**src/rtl/uart_rx_8n1_if.sv**
```systemverilog
// Parallel receive bus of the UART receiver: received byte, status strobes and busy flag.
interface uart_rx_8n1_if;
    logic [7:0] bus_out;
    logic       rx_valid;
    logic       frame_err;
    logic       parity_err;
    logic       rx_busy;

    modport master (
        output bus_out,
        output rx_valid,
        output frame_err,
        output parity_err,
        output rx_busy
    );

    modport slave (
        input bus_out,
        input rx_valid,
        input frame_err,
        input parity_err,
        input rx_busy
    );
endinterface

```
**src/rtl/uart_rx_8n1.sv**
```systemverilog
// UART receiver, 1 start / 8 data (LSB first) / optional parity / 1 stop.
// Each bit is decided by a 2-of-3 majority around mid-bit; the receiver
// returns to IDLE in the middle of the stop bit so a back-to-back start
// edge is not missed.
module uart_rx_8n1 #(
    parameter int CLKS_PER_BIT = 868,
    parameter int PARITY       = 0
) (
    input  logic            clk,
    input  logic            rst,
    input  logic            rx_in,
    uart_rx_8n1_if.master   rx_bus
);

    localparam int   CW  = $clog2(CLKS_PER_BIT);
    localparam int   M   = CLKS_PER_BIT / 2;
    localparam logic ODD = (PARITY == 1);

    typedef enum logic [2:0] {IDLE, START, DATA, PAR, STOP, BRK} state_t;

    state_t          state_reg, state_next;
    logic [CW-1:0]   cnt_reg, cnt_next;
    logic [2:0]      idx_reg, idx_next;
    logic [7:0]      shift_reg, shift_next;
    logic [7:0]      data_reg, data_next;
    logic            s0_reg, s0_next;
    logic            s1_reg, s1_next;
    logic            mism_reg, mism_next;
    logic            stop_seen_reg, stop_seen_next;
    logic            stop_bit_reg, stop_bit_next;
    logic            valid_reg, valid_next;
    logic            ferr_reg, ferr_next;
    logic            perr_reg, perr_next;

    logic            sync1_reg, rx_s_reg, rx_prev_reg;
    logic            fall, wrap, at_s0, at_s1, at_dec, maj;

    assign fall   = rx_prev_reg & ~rx_s_reg;
    assign wrap   = (cnt_reg == CW'(CLKS_PER_BIT - 1));
    assign at_s0  = (cnt_reg == CW'(M - 1));
    assign at_s1  = (cnt_reg == CW'(M));
    assign at_dec = (cnt_reg == CW'(M + 1));
    assign maj    = (s0_reg & s1_reg) | (s0_reg & rx_s_reg) | (s1_reg & rx_s_reg);

    // Two-flop synchronizer plus edge register; all load the idle level on reset.
    always_ff @(posedge clk) begin
        if (!rst) begin
            sync1_reg   <= 1'b1;
            rx_s_reg    <= 1'b1;
            rx_prev_reg <= 1'b1;
        end else begin
            sync1_reg   <= rx_in;
            rx_s_reg    <= sync1_reg;
            rx_prev_reg <= rx_s_reg;
        end
    end

    // State and datapath registers.
    always_ff @(posedge clk) begin
        if (!rst) begin
            state_reg     <= IDLE;
            cnt_reg       <= '0;
            idx_reg       <= '0;
            shift_reg     <= '0;
            data_reg      <= '0;
            s0_reg        <= 1'b0;
            s1_reg        <= 1'b0;
            mism_reg      <= 1'b0;
            stop_seen_reg <= 1'b0;
            stop_bit_reg  <= 1'b0;
            valid_reg     <= 1'b0;
            ferr_reg      <= 1'b0;
            perr_reg      <= 1'b0;
        end else begin
            state_reg     <= state_next;
            cnt_reg       <= cnt_next;
            idx_reg       <= idx_next;
            shift_reg     <= shift_next;
            data_reg      <= data_next;
            s0_reg        <= s0_next;
            s1_reg        <= s1_next;
            mism_reg      <= mism_next;
            stop_seen_reg <= stop_seen_next;
            stop_bit_reg  <= stop_bit_next;
            valid_reg     <= valid_next;
            ferr_reg      <= ferr_next;
            perr_reg      <= perr_next;
        end
    end

    // Next-state, bit timing, sampling and strobe generation.
    always_comb begin
        state_next     = state_reg;
        cnt_next       = cnt_reg;
        idx_next       = idx_reg;
        shift_next     = shift_reg;
        data_next      = data_reg;
        s0_next        = s0_reg;
        s1_next        = s1_reg;
        mism_next      = mism_reg;
        stop_seen_next = stop_seen_reg;
        stop_bit_next  = stop_bit_reg;
        valid_next     = 1'b0;
        ferr_next      = 1'b0;
        perr_next      = 1'b0;

        if (state_reg != IDLE) begin
            cnt_next = wrap ? '0 : cnt_reg + 1'b1;
            if (at_s0) s0_next = rx_s_reg;
            if (at_s1) s1_next = rx_s_reg;
        end

        unique case (state_reg)
            IDLE: begin
                if (fall) begin
                    cnt_next       = '0;
                    mism_next      = 1'b0;
                    stop_seen_next = 1'b0;
                    state_next     = START;
                end
            end
            START: begin
                if (at_dec && maj) begin
                    state_next = IDLE;
                end else if (wrap) begin
                    idx_next   = '0;
                    state_next = DATA;
                end
            end
            DATA: begin
                if (at_dec) shift_next = {maj, shift_reg[7:1]};
                if (wrap) begin
                    if (idx_reg == 3'd7)
                        state_next = (PARITY != 0) ? PAR : STOP;
                    else
                        idx_next = idx_reg + 3'd1;
                end
            end
            PAR: begin
                if (at_dec) mism_next = (maj != ((^shift_reg) ^ ODD));
                if (wrap) state_next = STOP;
            end
            STOP: begin
                if (stop_seen_reg) begin
                    stop_seen_next = 1'b0;
                    if (stop_bit_reg) begin
                        if (mism_reg) begin
                            perr_next = 1'b1;
                        end else begin
                            data_next  = shift_reg;
                            valid_next = 1'b1;
                        end
                        state_next = IDLE;
                    end else begin
                        ferr_next  = 1'b1;
                        perr_next  = mism_reg;
                        state_next = BRK;
                    end
                end else if (at_dec) begin
                    stop_seen_next = 1'b1;
                    stop_bit_next  = maj;
                end
            end
            BRK: begin
                if (rx_s_reg) state_next = IDLE;
            end
            default: state_next = IDLE;
        endcase
    end

    assign rx_bus.bus_out    = data_reg;
    assign rx_bus.rx_valid   = valid_reg;
    assign rx_bus.frame_err  = ferr_reg;
    assign rx_bus.parity_err = perr_reg;
    assign rx_bus.rx_busy    = (state_reg != IDLE);

endmodule

```
**src/flat_wrapper.sv**
```systemverilog
// flat-port wrapper written by rule: the top's interface ports become plain ports
module uart_rx_8n1_flat 
#(
    parameter int CLKS_PER_BIT = 868,
    parameter int PARITY       = 0
)
  (clk, rst, rx_in, rx_bus_bus_out, rx_bus_rx_valid, rx_bus_frame_err, rx_bus_parity_err, rx_bus_rx_busy);
  uart_rx_8n1_if rx_bus_i ();
  input  logic clk;
  input  logic rst;
  input  logic rx_in;
  output wire logic [$bits(rx_bus_i.bus_out)-1:0] rx_bus_bus_out;
  output wire logic [$bits(rx_bus_i.rx_valid)-1:0] rx_bus_rx_valid;
  output wire logic [$bits(rx_bus_i.frame_err)-1:0] rx_bus_frame_err;
  output wire logic [$bits(rx_bus_i.parity_err)-1:0] rx_bus_parity_err;
  output wire logic [$bits(rx_bus_i.rx_busy)-1:0] rx_bus_rx_busy;
  assign rx_bus_bus_out = rx_bus_i.bus_out;
  assign rx_bus_rx_valid = rx_bus_i.rx_valid;
  assign rx_bus_frame_err = rx_bus_i.frame_err;
  assign rx_bus_parity_err = rx_bus_i.parity_err;
  assign rx_bus_rx_busy = rx_bus_i.rx_busy;
  uart_rx_8n1 #(.CLKS_PER_BIT(CLKS_PER_BIT), .PARITY(PARITY)) u_core (.clk(clk), .rst(rst), .rx_in(rx_in), .rx_bus(rx_bus_i));
endmodule
```
**config.mk**
```make
export PLATFORM = sky130hd
export DESIGN_NAME = uart_rx_8n1_flat
export DESIGN_NICKNAME = d
export VERILOG_FILES = /design/src/rtl/uart_rx_8n1_if.sv /design/src/rtl/uart_rx_8n1.sv /design/src/flat_wrapper.sv
export SDC_FILE = /design/constraint.sdc
export NUM_CORES = 1
export LEC_CHECK = 0
export BUFFER_PORTS_ARGS = -buffer_cell sky130_fd_sc_hd__buf_2
export CORE_MARGIN = 4
export CORE_UTILIZATION = 45
export DETAILED_ROUTE_END_ITERATION = 12
export SETUP_SLACK_MARGIN = 0.2
export SLEW_MARGIN = 25
export SYNTH_ARGS = -nofsm -noshare
export SYNTH_HDL_FRONTEND = slang
export SYNTH_SLANG_ARGS = --single-unit
```
**constraint.sdc**
```tcl
create_clock -name clk -period 7 [get_ports clk]
set_clock_uncertainty 0.1 [all_clocks]
set_input_delay 1.05 -clock clk [delete_from_list [all_inputs] [get_ports clk]]
set_output_delay 1.05 -clock clk [all_outputs]
set_load 0.02 [all_outputs]
```
==> metrics, run 1 <==
outcome finished, final reports clean; Tot Pwr just under 0.0005 W; CTS H-tree lvls 2; critical path peak fanout 13; Initial DRT Pass Iterations 4; achievable frequency 328 MHz; Worst Setup Path Type flip-flop to output port; Die Ht 75.7 um; dpl hpwl 2.64 mm; CTS root buffer clkbuf_8; Post-Synthesis Cells 223; ant diodes 0; FF-to-FF Start u_core.cnt_reg[0]; final net count 245; max-cap viol count 0; die width around 76 um; fraction of layout cells with a size suffix above 1 0.109; dpl ws 4170 ps; final worst slack 3960 ps; Post-CTS Repair Setup Buffers 0; CTS tree yes; vias 1,528; GRT Util Overall 0.148; Final setup viols 0; post-synthesis net count around 230; # fillers approximately 400; area of the die 5730 sq um; Starting Density 0.471; Tcrit/Tclk final 0.435; pwr dens 215 nW/um^2; gr ovfl total 0; Avg Cell Area, Syn 9.25 sq um; Post-synth EDFFs 0; crit path from u_core.state_reg[2]; relative slew slack 0.400; Mapped Area 2060 sq um; WP data required 5850 ps; pin count of the biggest net entering global routing 44; DR DRC count 0; crit end category output port; crit path DAT 1890 ps; total leakage power 0.929 nW; area post-placement 2170 sq um; Synth Warn # 0; WL per Instance between 10 and 15 um; global-route wire length before repair between 6 and 7 mm; Core Util, Final 0.515; port bufs 14; Final ANT Viol Nets 0; Hold Fails Final Rpt 0; number of flip-flops under the largest register name 10; vias per inst 5.27; count of pins over their slew limit 0; Num CTS Buffers 5; fin area 2260 sq um; Unique masters post-synth 42; start point of the worst min-delay path u_core.sync1_reg; final setup TNS 0 ps; DRT iter0 DRCs 96; GPL Wtd Cong 0.807; peak supply drop a little over 0.09 mV; row count 24; most used flip-flop cell after synthesis dfxtp_1; CORE AREA 4380 sq um; area delta synth->final 9.34%; I/O pins 15; via count of the first global-routing pass 1,309; Final min period around 3000 ps; post-synthesis async set-or-reset flop share 0; hold_buf cts 0; # resized after CTS 0; clk_lat worst skew 300 ps; WL final 3.85 mm; clk slew on worst S/H paths 80 ps; Worst Hold Class flip-flop to flip-flop; register bit total from synthesis 43; RSZ-0062 raised after global routing no; sequential share of the synthesized area 0.417; clock sinks between 40 and 50; initial antenna violation count 0; startpoint class of the critical path flip-flop; Worst Tran Pin Value 897 ps; CTS max path bufs 2
[power by group]
group	switching [W]	internal [W]
sequential	0.00000911	0.000250
combinational	0.0000467	0.0000234
clock	0.0000875	0.0000694
[critical path: stages (launching register included)]
cell and delay [ps]:
dfxtp_1 420, nor3_1 640, inv_1 290, buf_2 240
[through the flow]
step                      hold WS, ps  cells
after floorplan                   286    223
after global placement            290    282
after detailed placement          298    282
after CTS                         319    290
after global routing              346    290
final                             314    290
[area by class of cell]
cell class | count | area (sq um) | share of cell area
clock buffer | 5 | 68.8 | 0.0305
clock inverter | 3 | 20.0 | 0.00887
inverter | 7 | 26.3 | 0.0116
multi-input combinational | 166 | 1140 | 0.507
sequential | 43 | 861 | 0.382
tap | 52 | 65.1 | 0.0288
timing repair buffer | 14 | 70.1 | 0.0311
[final timing paths]
check / endpoint / slack (ps) / cells after the start
setup / recovery: rx_bus_rx_busy / 3960 / 3
setup reg to reg: u_core.shift_reg[5] / 4170 / 6
hold / removal: u_core.rx_s_reg / 310 / 1
hold reg to reg: u_core.rx_s_reg / 310 / 1
[cell families after synthesis]
family	Yosys count	share of synthesized area
buf+inv	14	0.0279
simple gates	101	0.276
compound gates	27	0.0867
mux	24	0.116
fa+ha+maj	6	0.0352
flops	43	0.417
xor+xnor	8	0.0406
[layer usage]
layer  vias to the layer above  routed length, um  track usage
li1                        802                  -            -
met1                       695               2050        0.221
met2                        25               1630        0.203
met3                         6                122       0.0396
met4                         0                 48       0.0524
met5                         -                  0            0
[cells in the final DEF, fill, tap and decap left out, drive strengths merged, types with 4 or more instances in the layout]
cell type  netlist  routed
inv              7       7
dfxtp           43      43
nand3            6       6
and3             6       6
nor2b           24      24
nor2            12      12
nand2b           4       4
nand2           18      18
ha               5       5
or3              5       5
and2             5       5
a21oi            4       4
clkbuf           5       5
buf              2      14
o21ai            7       7
mux2i           24      24
nand4            4       4
nor3             6       6
xnor2            7       7
[synthesized netlist by cell type, drive strengths merged (6+ instances only)]
master | count | area (sq um)
and3 | 6 | 38.8
dfxtp | 43 | 861
inv | 7 | 26.3
mux2i | 24 | 240
nand2 | 18 | 67.6
nand3 | 6 | 30.0
nor2 | 12 | 45.0
nor2b | 24 | 150
nor3 | 6 | 30.0
o21ai | 7 | 35.0
xnor2 | 7 | 61.3
Note: power is estimated with default switching activity, not from simulation.
==> inputs of run 2 (changes only) <==
==> constraint.sdc (replaced) <==
create_clock -name clk -period 2.8 [get_ports clk]
set_clock_uncertainty 0.1 [all_clocks]
set_input_delay 0.42 -clock clk [delete_from_list [all_inputs] [get_ports clk]]
set_output_delay 0.42 -clock clk [all_outputs]
set_load 0.02 [all_outputs]
==> metrics, run 2 (synthesized netlist as in run 1, its figures left out) <==
outcome finished, final reports clean; area delta synth->final 13.0%; CTS H-tree lvls 2; Worst Hold Class primary input to flip-flop; dpl hpwl 2.71 mm; gr ovfl total 0; clk slew on worst S/H paths around 80 ps; DR DRC count 0; pin count of the biggest net entering global routing 27; Worst Setup Path Type flip-flop to flip-flop; CORE AREA around 4400 sq um; WL per Instance roughly 13 um; via count of the first global-routing pass 1,447; vias per inst 5.33; area post-placement 2200 sq um; relative slew slack 0.622; Tcrit/Tclk final 0.887; startpoint class of the critical path flip-flop; Die Ht 75.7 um; worst-path cell chain ha_1 -> or3b_4 -> nor4_1 -> a2111oi_0 -> or4_1 -> mux2i_1; initial antenna violation count 0; ant diodes 0; Num CTS Buffers 5; Final setup viols 0; internal power 0.00105 W; global-route wire length before repair 6.89 mm; I/O pins 15; logic gate share of total power 0.133; area of the die 5730 sq um; WP data required between 2000 and 3000 ps; CTS max path bufs 2; die width between 70 and 80 um; crit path DAT ~2600 ps; Worst Tran Pin Value 562 ps; pwr dens 605 nW/um^2; RSZ-0062 raised after global routing no; fraction of layout cells with a size suffix above 1 0.124; peak supply drop slightly above 0.3 mV; crit end category flip-flop; total leakage power ~1 nW; Post-CTS Repair Setup Buffers 0; # fillers roughly 440; Net Sw Frac 0.256; Hold Fails Final Rpt 0; WL final 3.92 mm; # resized after CTS 0; Starting Density 0.471; Clk pwr share 0.407; Final min period 2480 ps; clock sinks 43; Seq pwr share 0.460; DRT iter0 DRCs 64; cell depth of the worst flop-to-flop path 6; GPL Wtd Cong 0.820; CTS tree yes; CTS root buffer clkbuf_8; number of flip-flops under the largest register name 10; commonest non-fill, non-tap cell in the layout dfxtp_1; achievable frequency 403 MHz; switching power total 0.000361 W; critical path peak fanout 5; count of pins over their slew limit 0; clk_lat worst skew 300 ps; final setup TNS 0 ps; fin area roughly 2300 sq um; Initial DRT Pass Iterations 4; final net count 249; max-cap viol count 0; commonest non-fill, non-tap cells in the layout dfxtp_1 (42), mux2i_1 (24), nor2b_1 (24); Critical Path Max Stage Delay 470 ps; CP max stage cell or4_1; row count 24; Hold Path Depth 2; vias between 1,500 and 2,000; hold_buf cts 0; port bufs 14; GRT Util Overall 0.159; Final ANT Viol Nets 0
run 2: changes by cell type in the layout (fill, tap and decap cells not counted):
cell | previous run | this run
dfxtp_1 | 43 | 42
clkinv_2 | 1 | 0
bufinv_16 | 0 | 2
clkinvlp_4 | 2 | 0
buf_4 | 0 | 4
clkbuf_1 | 0 | 1
dfxtp_2 | 0 | 1
run 2: routing by layer:
layer  track usage  vias to the layer above  share of wire
met2         0.212                       27           0.41
met1         0.233                      728           0.53
li1              -                      806              -
met4        0.0738                        0          0.017
met5             0                        -              0
met3        0.0435                        6          0.037
run 2: stage by stage:
stage | setup slack [ps] | utilization | instances | hold WS [ps] | total power, W
2_1_floorplan | 440 | - | 223 | 286 | 0.000788
3_3_place_gp | 367 | 0.501 | 286 | 289 | 0.000850
3_5_place_dp | 319 | 0.501 | 286 | 292 | 0.000849
4_1_cts | 297 | 0.531 | 294 | 186 | 0.00142
5_1_grt | 211 | 0.532 | 294 | 217 | 0.00148
6_report | 317 | 0.532 | 294 | 197 | 0.00141
run 2: worst paths after layout:
path	slack, ps	end	from
worst max-delay path	320	u_core.state_reg[0]	u_core.cnt_reg[1]
worst min-delay path	200	u_core.sync1_reg	rx_in
worst max register to register	320	u_core.state_reg[0]	u_core.cnt_reg[1]
worst min register to register	310	u_core.rx_s_reg	u_core.sync1_reg
run 2: cell type report:
class                   instances  area (sq um)  share of cell area
repair buffers                 18           100              0.0429
well taps                      52          65.1              0.0279
flip-flops and latches         43           862               0.370
multi-input cells             166          1140               0.491
clock buffers                   6          72.6              0.0311
clock inverters                 2          60.1              0.0258
inverters                       7          26.3              0.0113
run 2: power groups by stage:
stage	registers [W]	logic, W	clock network (W)
2_1_floorplan	0.000647	0.000141	0
3_3_place_gp	0.000660	0.000190	0
3_5_place_dp	0.000661	0.000188	0
4_1_cts	0.000646	0.000189	0.000588
5_1_grt	0.000651	0.000212	0.000613
6_report	0.000648	0.000188	0.000574
run 2: worst max-delay path: cells and delay by family (launching register included):
kind / cells / cell delay [ps]
adders and majority gates: 1 / 220
muxes: 1 / 140
and+or+nand+nor: 3 / 1330
DFF: 1 / 400
AOI/OAI and AO/OA: 1 / 190
==> inputs of run 3 (changes only) <==
--- a/config.mk
+++ b/config.mk
@@ -5,6 +5,7 @@
 export SDC_FILE = /design/constraint.sdc
 export NUM_CORES = 1
 export LEC_CHECK = 0
+export ABC_AREA = 1
 export BUFFER_PORTS_ARGS = -buffer_cell sky130_fd_sc_hd__buf_2
 export CORE_MARGIN = 4
 export CORE_UTILIZATION = 45
==> metrics, run 3 <==
area of the die 6160 sq um; area delta synth->final 10.0%; outcome finished, final reports clean; row count 25; post-synthesis net count about 320; placed cells 381; max-cap viol count 0; Die Ht approximately 79 um; clock sinks 43; register area 861 sq um; Post-CTS Repair Setup Buffers 0; commonest non-fill, non-tap cell in the layout nand2_1; worst-path cell chain inv_1 -> nand2_4 -> buf_2; final setup TNS 0 ps; Tot Pwr 0.00184 W; CORE AREA 4750 sq um; clk_lat worst skew 300 ps; ant diodes 0; count of pins over their slew limit 0; WL final approximately 4.5 mm; Seq pwr share 0.387; DR DRC count 0; Final setup viols 0; GPL Wtd Cong 0.850; peak supply drop 0.542 mV; critical path peak fanout 8; number of flip-flops under the largest register name 10; crit end category output port; I/O pins 15; Clk pwr share 0.283; Initial DRT Pass Iterations 4; most used flip-flop cell after synthesis dfxtp_1; Worst Setup Path Type flip-flop to output port; Num CTS Buffers 5; Synth Area in Simple Gates 0.301; DRT iter0 DRCs 90; area leader, netlist dfxtp_1; gr ovfl total 0; sequential share of the synthesized area 0.385; dpl hpwl 3.29 mm; Net Sw Frac 0.384; Worst Hold Class primary input to flip-flop; initial antenna violation count 0; register bit total from synthesis 43; Unique masters post-synth 35; synth top area cells dfxtp_1 (38%), nand2_1 (11%), a21oi_1 (6.0%), inv_1 (5.0%), nor2_1 (4.9%); Mapped Area 2240 sq um; # resized after CTS 0; crit path DAT 1270 ps; Worst Tran Pin Value ~350 ps; dpl ws 1080 ps; achievable frequency 557 MHz; total leakage power 1.01 nW; RSZ-0062 raised after global routing no; post-synthesis xor/xnor area fraction 0.0509; top-count cell post-synth nand2_1; vias per inst between 4 and 5; commonest non-fill, non-tap cells in the layout nand2_1 (63), dfxtp_1 (43), inv_1 (30); WP data required 2280 ps; vias 1,879; startpoint class of the critical path flip-flop; logic gate share of total power 0.330; post-synth top area share 0.385; CTS tree yes; CP max stage cell dfxtp_1; global-route wire length before repair roughly 8 mm; CTS root buffer clkbuf_8; # fillers 506; most instantiated cells after synthesis nand2_1 (63), dfxtp_1 (43), inv_1 (30); post-synthesis async set-or-reset flop share 0; clk slew on worst S/H paths 90 ps; GRT Util Overall 0.163; Synth Warn # 0; post-synthesis adder-cell area fraction 0.0280; CTS H-tree lvls 2; internal power 0.00113 W; WL per Instance 11.6 um; switching power total just over 0.0007 W; Critical Path Max Stage Delay 500 ps; Avg Cell Area, Syn 7.26 sq um; Hold Fails Final Rpt 0; fraction of layout cells with a size suffix above 1 0.143; Post-Synthesis Cells just over 300; die width 78.5 um; final worst slack 1010 ps; Starting Density 0.471; largest family of logic cells by synthesized area simple AND/OR/NAND/NOR gates; Tcrit/Tclk final 0.641; relative slew slack 0.763; multi-input logic area 1170 sq um; hold_buf cts 0; pin count of the biggest net entering global routing 25; via count of the first global-routing pass 1,782; Final ANT Viol Nets 0; CTS max path bufs 2; pwr dens 748 nW/um^2; Final Non-Filler Cells 389; Synth Area in Compound Gates 0.145; Post-synth EDFFs 0; final net count 329; port bufs 14; Final min period 1790 ps; multiplexer area fraction after synthesis 0
==> run 3: cell count changes after synthesis, moves of 5 or more <==
cell,previous run,this run
a21oi_1,4,27
and2_1,5,0
and3_1,5,0
inv_1,7,30
mux2i_1,24,0
nand2_1,18,63
nand3_1,6,21
nor2_1,12,29
nor2b_1,24,0
o21ai_0,7,19
xor2_1,0,6
==> run 3: per-layer routing <==
metal / vias up / routed length [um] / GRT usage
met5: - / 0 / 0
met4: 0 / 31 / 0.0472
met3: 2 / 153 / 0.0401
met2: 29 / 1930 / 0.254
met1: 823 / 2380 / 0.222
li1: 1025 / - / -
==> run 3: worst max-delay path: cells and delay by family, from the launching register on <==
kind / cells / cell delay (ps)
buffers and inverters: 2 / 340
flip-flops: 1 / 500
AND/OR/NAND/NOR: 1 / 150
==> run 3: final timing paths <==
check                      start             endpoint  slack, ps  cells past startpoint
max reg2reg    u_core.cnt_reg[1]  u_core.shift_reg[7]       1070                      8
min                        rx_in     u_core.sync1_reg        210                      2
max          u_core.state_reg[2]       rx_bus_rx_busy       1010                      3
min reg2reg     u_core.sync1_reg      u_core.rx_s_reg        330                      1
==> run 3: cells by family after synthesis <==
group	count (synthesis)
fa+ha+maj	5
simple gates	141
compound gates	60
buf+inv	46
flops	43
xor+xnor	13
==> run 3: final cells by class <==
type / instances / share of cell area
repair buffers: 16 / 0.0346
clock buffers: 6 / 0.0336
flip-flops and latches: 43 / 0.350
inverters: 36 / 0.0549
well taps: 67 / 0.0341
clock inverters: 2 / 0.0158
multi-input cells: 219 / 0.477
==> run 3: metrics by stage <==
| step | utilization | instance area (sq um) | hold WS [ps] |
|---|---|---|---|
| final | 0.518 | 2460 | 206 |
| after CTS | 0.518 | 2460 | 195 |
| after detailed placement | 0.492 | 2340 | 318 |
| after global routing | 0.518 | 2460 | 203 |
| after floorplan | - | 2240 | 293 |
| after global placement | 0.492 | 2340 | 294 |
==> run 3: power by group through the flow <==
stage	combinational [W]	clock [W]	sequential (W)
after floorplan	0.000488	0	0.000712
after global placement	0.000615	0	0.000726
after detailed placement	0.000613	0	0.000727
after CTS	0.000615	0.000538	0.000713
after global routing	0.000701	0.000558	0.000722
final	0.000607	0.000521	0.000713
